`config.mk`:
```
export PLATFORM = sky130hd
export DESIGN_NAME = lsu_ctrl
export DESIGN_NICKNAME = d
export VERILOG_FILES = /design/src/rtl/lsu_ctrl.sv
export SDC_FILE = /design/constraint.sdc
export NUM_CORES = 1
export LEC_CHECK = 0
export CAP_MARGIN = 10
export CORE_ASPECT_RATIO = 1.2
export CORE_MARGIN = 10
export CORE_UTILIZATION = 38
export CTS_CLUSTER_SIZE = 30
export DETAILED_ROUTE_END_ITERATION = 12
export PLACE_DENSITY = 0.74
export SLEW_MARGIN = 25
export SYNTH_ARGS = -nofsm -noshare
export SYNTH_HDL_FRONTEND = slang
export SYNTH_SLANG_ARGS = --single-unit
```
`constraint.sdc`:
```
create_clock -name clk -period 4.8 [get_ports clk]
set_clock_uncertainty 0.15 [all_clocks]
set_input_delay 1.44 -clock clk [delete_from_list [all_inputs] [get_ports clk]]
set_output_delay 1.44 -clock clk [all_outputs]
set_load 0.05 [all_outputs]
```
`src/rtl/lsu_ctrl.sv`:
```
// lsu_ctrl: load/store initiator between the core memory stage and a
// byte-addressed data RAM that only handles aligned accesses.
//
// Ports
//   clk, rstn                  clock, synchronous active-low reset
//   req_valid/req_ready        request handshake (ready only when idle)
//   req_load/req_store         request kind (exactly one must be set)
//   req_funct3                 000 B, 001 H, 010 W, 100 BU, 101 HU
//   req_addr, req_wdata        byte address, store data
//   rsp_valid/rsp_rdata/rsp_err  one-cycle completion pulse with extended load data
//   busy                       controller not idle
//   mem_load/mem_store         RAM strobes, one cycle per RAM op
//   mem_access, mem_addr, mem_wdata  RAM op size code, address, store data
//   mem_rdata                  RAM registered read data (cycle after mem_load)
//
// state     | meaning
// ----------+---------------------------------------------------------
// S_IDLE    | waiting for a request, req_ready high
// S_ISSUE   | a RAM strobe is on the bus this cycle
// S_CAPTURE | RAM read data valid, sampled at the end of this cycle
// S_RESP    | rsp_valid pulse for a completed request
// S_ERR     | rsp_valid + rsp_err pulse for an illegal request
module lsu_ctrl #(
  parameter int ADDR_WIDTH       = 12,
  parameter bit SPLIT_MISALIGNED = 1'b1
) (
  input  logic        clk,
  input  logic        rstn,
  input  logic        req_valid,
  output logic        req_ready,
  input  logic        req_load,
  input  logic        req_store,
  input  logic [2:0]  req_funct3,
  input  logic [31:0] req_addr,
  input  logic [31:0] req_wdata,
  output logic        rsp_valid,
  output logic [31:0] rsp_rdata,
  output logic        rsp_err,
  output logic        busy,
  output logic        mem_load,
  output logic        mem_store,
  output logic [2:0]  mem_access,
  output logic [31:0] mem_addr,
  output logic [31:0] mem_wdata,
  input  logic [31:0] mem_rdata
);

  localparam logic [2:0] S_IDLE    = 3'd0;
  localparam logic [2:0] S_ISSUE   = 3'd1;
  localparam logic [2:0] S_CAPTURE = 3'd2;
  localparam logic [2:0] S_RESP    = 3'd3;
  localparam logic [2:0] S_ERR     = 3'd4;

  localparam logic [31:0] ADDR_MASK = 32'((33'd1 << ADDR_WIDTH) - 33'd1);

  logic [2:0]  state;
  logic [1:0]  cnt;
  logic [2:0]  f3_q;
  logic [31:0] addr_q;
  logic [31:0] wdata_q;
  logic        load_q;
  logic        split_q;
  logic [31:0] data_q;

  logic        misal, req_legal, req_split, last_byte;
  logic [1:0]  next_k;
  logic [31:0] next_addr;
  logic [31:0] cap_data;

  function automatic logic [31:0] extend(input logic [2:0] f3, input logic [31:0] d);
    case (f3)
      3'b000:  extend = {{24{d[7]}}, d[7:0]};
      3'b001:  extend = {{16{d[15]}}, d[15:0]};
      3'b100:  extend = {24'b0, d[7:0]};
      3'b101:  extend = {16'b0, d[15:0]};
      default: extend = d;
    endcase
  endfunction

  assign req_ready = (state == S_IDLE);
  assign busy      = (state != S_IDLE);

  always_comb begin
    misal = ((req_funct3[1:0] == 2'b01) && req_addr[0]) ||
            ((req_funct3[1:0] == 2'b10) && (req_addr[1:0] != 2'b00));
    req_legal = 1'b0;
    if (req_load && !req_store)
      req_legal = (req_funct3 == 3'b000) || (req_funct3 == 3'b001) || (req_funct3 == 3'b010) ||
                  (req_funct3 == 3'b100) || (req_funct3 == 3'b101);
    else if (req_store && !req_load)
      req_legal = (req_funct3 == 3'b000) || (req_funct3 == 3'b001) || (req_funct3 == 3'b010);
    if (!SPLIT_MISALIGNED && misal)
      req_legal = 1'b0;
    req_split = SPLIT_MISALIGNED && misal;
  end

  // Halfwords split into 2 bytes, words into 4.
  assign last_byte = (f3_q[1:0] == 2'b01) ? (cnt == 2'd1) : (cnt == 2'd3);
  assign next_k    = cnt + 2'd1;
  assign next_addr = (addr_q + {30'b0, next_k}) & ADDR_MASK;

  always_comb begin
    cap_data = data_q;
    cap_data[{cnt, 3'b000} +: 8] = mem_rdata[7:0];
    if (!split_q)
      cap_data = mem_rdata;
  end

  always_ff @(posedge clk) begin
    if (!rstn) begin
      state      <= S_IDLE;
      cnt        <= 2'd0;
      f3_q       <= 3'b0;
      addr_q     <= 32'b0;
      wdata_q    <= 32'b0;
      load_q     <= 1'b0;
      split_q    <= 1'b0;
      data_q     <= 32'b0;
      rsp_valid  <= 1'b0;
      rsp_rdata  <= 32'b0;
      rsp_err    <= 1'b0;
      mem_load   <= 1'b0;
      mem_store  <= 1'b0;
      mem_access <= 3'b0;
      mem_addr   <= 32'b0;
      mem_wdata  <= 32'b0;
    end else begin
      rsp_valid  <= 1'b0;
      rsp_rdata  <= 32'b0;
      rsp_err    <= 1'b0;
      mem_load   <= 1'b0;
      mem_store  <= 1'b0;
      mem_access <= 3'b0;
      mem_addr   <= 32'b0;
      mem_wdata  <= 32'b0;
      case (state)
        S_IDLE: begin
          if (req_valid) begin
            f3_q    <= req_funct3;
            addr_q  <= req_addr;
            wdata_q <= req_wdata;
            load_q  <= req_load;
            split_q <= req_split;
            cnt     <= 2'd0;
            data_q  <= 32'b0;
            if (!req_legal) begin
              state     <= S_ERR;
              rsp_valid <= 1'b1;
              rsp_err   <= 1'b1;
            end else begin
              state     <= S_ISSUE;
              mem_load  <= req_load;
              mem_store <= req_store;
              if (req_split) begin
                mem_access <= req_load ? 3'b100 : 3'b000;
                mem_addr   <= req_addr & ADDR_MASK;
                mem_wdata  <= req_store ? {24'b0, req_wdata[7:0]} : 32'b0;
              end else begin
                mem_access <= req_funct3;
                mem_addr   <= req_addr;
                mem_wdata  <= req_store ? req_wdata : 32'b0;
              end
            end
          end
        end
        S_ISSUE: begin
          if (load_q) begin
            state <= S_CAPTURE;
          end else if (split_q && !last_byte) begin
            cnt        <= next_k;
            mem_store  <= 1'b1;
            mem_access <= 3'b000;
            mem_addr   <= next_addr;
            mem_wdata  <= {24'b0, wdata_q[{next_k, 3'b000} +: 8]};
          end else begin
            state     <= S_RESP;
            rsp_valid <= 1'b1;
          end
        end
        S_CAPTURE: begin
          data_q <= cap_data;
          if (split_q && !last_byte) begin
            cnt        <= next_k;
            state      <= S_ISSUE;
            mem_load   <= 1'b1;
            mem_access <= 3'b100;
            mem_addr   <= next_addr;
          end else begin
            state     <= S_RESP;
            rsp_valid <= 1'b1;
            // RAM-side extension is not trusted; rebuild it from the request.
            rsp_rdata <= extend(f3_q, cap_data);
          end
        end
        default: state <= S_IDLE;
      endcase
    end
  end

endmodule

```
==> impl_results.md <==
* CP Max Fanout at 13
* Pin count of the biggest net entering global routing at 82
* Crit path kind: flip-flop to primary output
* Top cell type's share of synthesized area at 0.481
* Via count at 6895
* Worst min path class: flip-flop to flip-flop
* ANT nets after route at 0
* Maximum VDD drop at 0.000255 V
* Fmax at 257 MHz
* I/O Pins at 209
* Clock sinks at 189
* DR WL/cell at 18.2 um
* Initial DRC count at 576
* H-Tree Depth at 4
* Synth Area per Inst at 9.23 um2
* Register area share after synthesis at 0.481
* Worst R2R Setup Slack at 1.71 ns
* Filler cell count at 1839
* First-pass GRT wire length at 36400 um
* Total chip power at 0.00368 W
* Top cells by area, synth: dfxtp_1, a21boi_0, nand2_1, a211o_1, and2_1
* Initial antenna violation count at 0
* Seq cells post-synth at 189
* Initial Util at 0.387
* # diodes at 0
* Post-synth top cells: dfxtp_1, nand2_1, a21boi_0
* WP data arrival at 2.30 ns
* DP Area at 10100 um2
* Final #Nets at 1135
* Cell area after synthesis at 7870 um2
* Clk Latency, worst-skew pair at 0.43 ns
* Leak at 3.81 nW
* DR vias/cell at 5.30
* Final Setup Violations at 0
* Final wirelength at 23700 um
* Distinct cells, synth at 58
* CTS clk-pin slew, worst paths at 0.07 ns
* Synthesis-to-finish area growth at 36.1%
* Post-Synthesis Cells at 852
* Finished Cell Area at 10700 um2
* IO Port Bufs at 208
* Ys flop type: dfxtp_1
* Period utilization at 0.809
* Critical path endpoint category: primary output
* CTS buffer count at 17
* RSZ-0062 raised after global routing: false
* Hold Fails Final Rpt at 0
* Setup TNS at 0 ns
* Max_cap viols at 0
* Power per cell area at 344 nW/um2
* Cell row count at 57
* Chip height at 178 um
* CP Launch Type: flip-flop
* Root Buffer: clkbuf_16
* EDFF count, synth at 0
* Die width at 151 um
* Period minus WS final at 3.89 ns
* DP Wirelength at 16600 um
* Fin. max-slew vios at 0
* Required time of the critical path at 3.21 ns
* Die area at 26900 um2
* Most frequent cell after synthesis: dfxtp_1
* Overflow after GRT at 0
* Post_cts resized at 0
* Worst rel slew slack at 0.424
* Status: finished clean
* Syn_nets at 963
* Max clock buf depth at 2
* Vias in the first global route at 6558
* Worst-Margin Slew at 0.864 ns
* Hold buffers post-CTS at 0
* Core Box Area at 20300 um2
* Total track usage at 0.171
* Ys async rst share at 0
* Placer Congestion at 0.842
* YS warnings at 0
* Setup Buffers After CTS at 0
* Drt pass-1 iters at 5
* Area leader, netlist: dfxtp_1
* DRC at 0
* Share of post-route cells with drive strength above 1 at 0.0608
* CTS tree: built
-- final cells by class --
type                    instances  area [um2]  area share
clock buffers                  18         429      0.0401
clock inverters                13         180      0.0168
inverters                       9        33.8     0.00316
multi-input cells             589        3790       0.354
flip-flops and latches        189        3780       0.354
well taps                     265         332      0.0310
repair buffers                218        2150       0.201
-- per-layer routing --
layer | GRT usage | vias up | part of all wire
li1 | - | 3347 | -
met1 | 0.218 | 3251 | 0.43
met2 | 0.273 | 257 | 0.47
met3 | 0.0431 | 40 | 0.076
met4 | 0.0602 | 0 | 0.023
met5 | 0 | - | 0
-- critical path, stage by stage, from the launching register on --
cell	delay (ns)
dfxtp_1	0.43
or3_1	0.48
inv_1	0.12
clkdlybuf4s50_1	0.82
-- report_power, final --
group | internal [W] | switching [W]
clock | 0.000834 | 0.000634
sequential | 0.00163 | 0.0000418
combinational | 0.000218 | 0.000331
total | 0.00268 | 0.00101
-- placed cells by master (no fill, tap or decap), drive strengths merged, types with 7 or more instances in the layout --
cell	count
clkdlybuf4s50	207
dfxtp	189
nand2	107
a21boi	71
and2	49
nor2	47
nand3	45
a21oi	44
a211o	44
nor2b	35
a22oi	22
clkbuf	18
a31oi	16
inv	16
buf	11
mux4	8
o21ai	7
nor3	7
-- sequential cells by signal, summed over array words and instances (netlist names) --
register and cells:
data_q 32, mem_addr 32, mem_wdata 32, rsp_rdata 32, wdata_q 32, addr_q 12, f3_q 3, mem_access 3
state 3, cnt 2, load_q 1, mem_load 1, mem_store 1, rsp_err 1, rsp_valid 1, split_q 1
-- metrics by stage --
stage / setup WS [ns] / utilization / cells / hold WS, ns
after floorplan: 1.71 / - / 852 / 0.290
after global placement: 1.05 / 0.496 / 1270 / 0.300
after detailed placement: 1.00 / 0.496 / 1270 / 0.307
after CTS: 0.916 / 0.526 / 1301 / 0.316
after global routing: 0.840 / 0.527 / 1301 / 0.342
final: 0.915 / 0.527 / 1301 / 0.314
-- cell families (layout without fill, tap and decap cells) --
logic type,count (synthesis),count (layout),share of synthesized area
compound gates,239,239,0.224
xor+xnor,9,9,0.0100
fa+ha+maj,7,7,0.0121
buf+inv,74,258,0.0380
flops,189,189,0.481
mux,9,9,0.0242
simple gates,325,325,0.210
-- final timing paths --
kind                             startpoint  cells after the start            end
worst min-delay path            wdata_q[22]                      2    wdata_q[22]
worst max register to register       cnt[1]                      6  rsp_rdata[23]
worst min register to register  wdata_q[22]                      2    wdata_q[22]
worst max-delay path               state[0]                      3      req_ready
(Power assumes the default switching activity.)
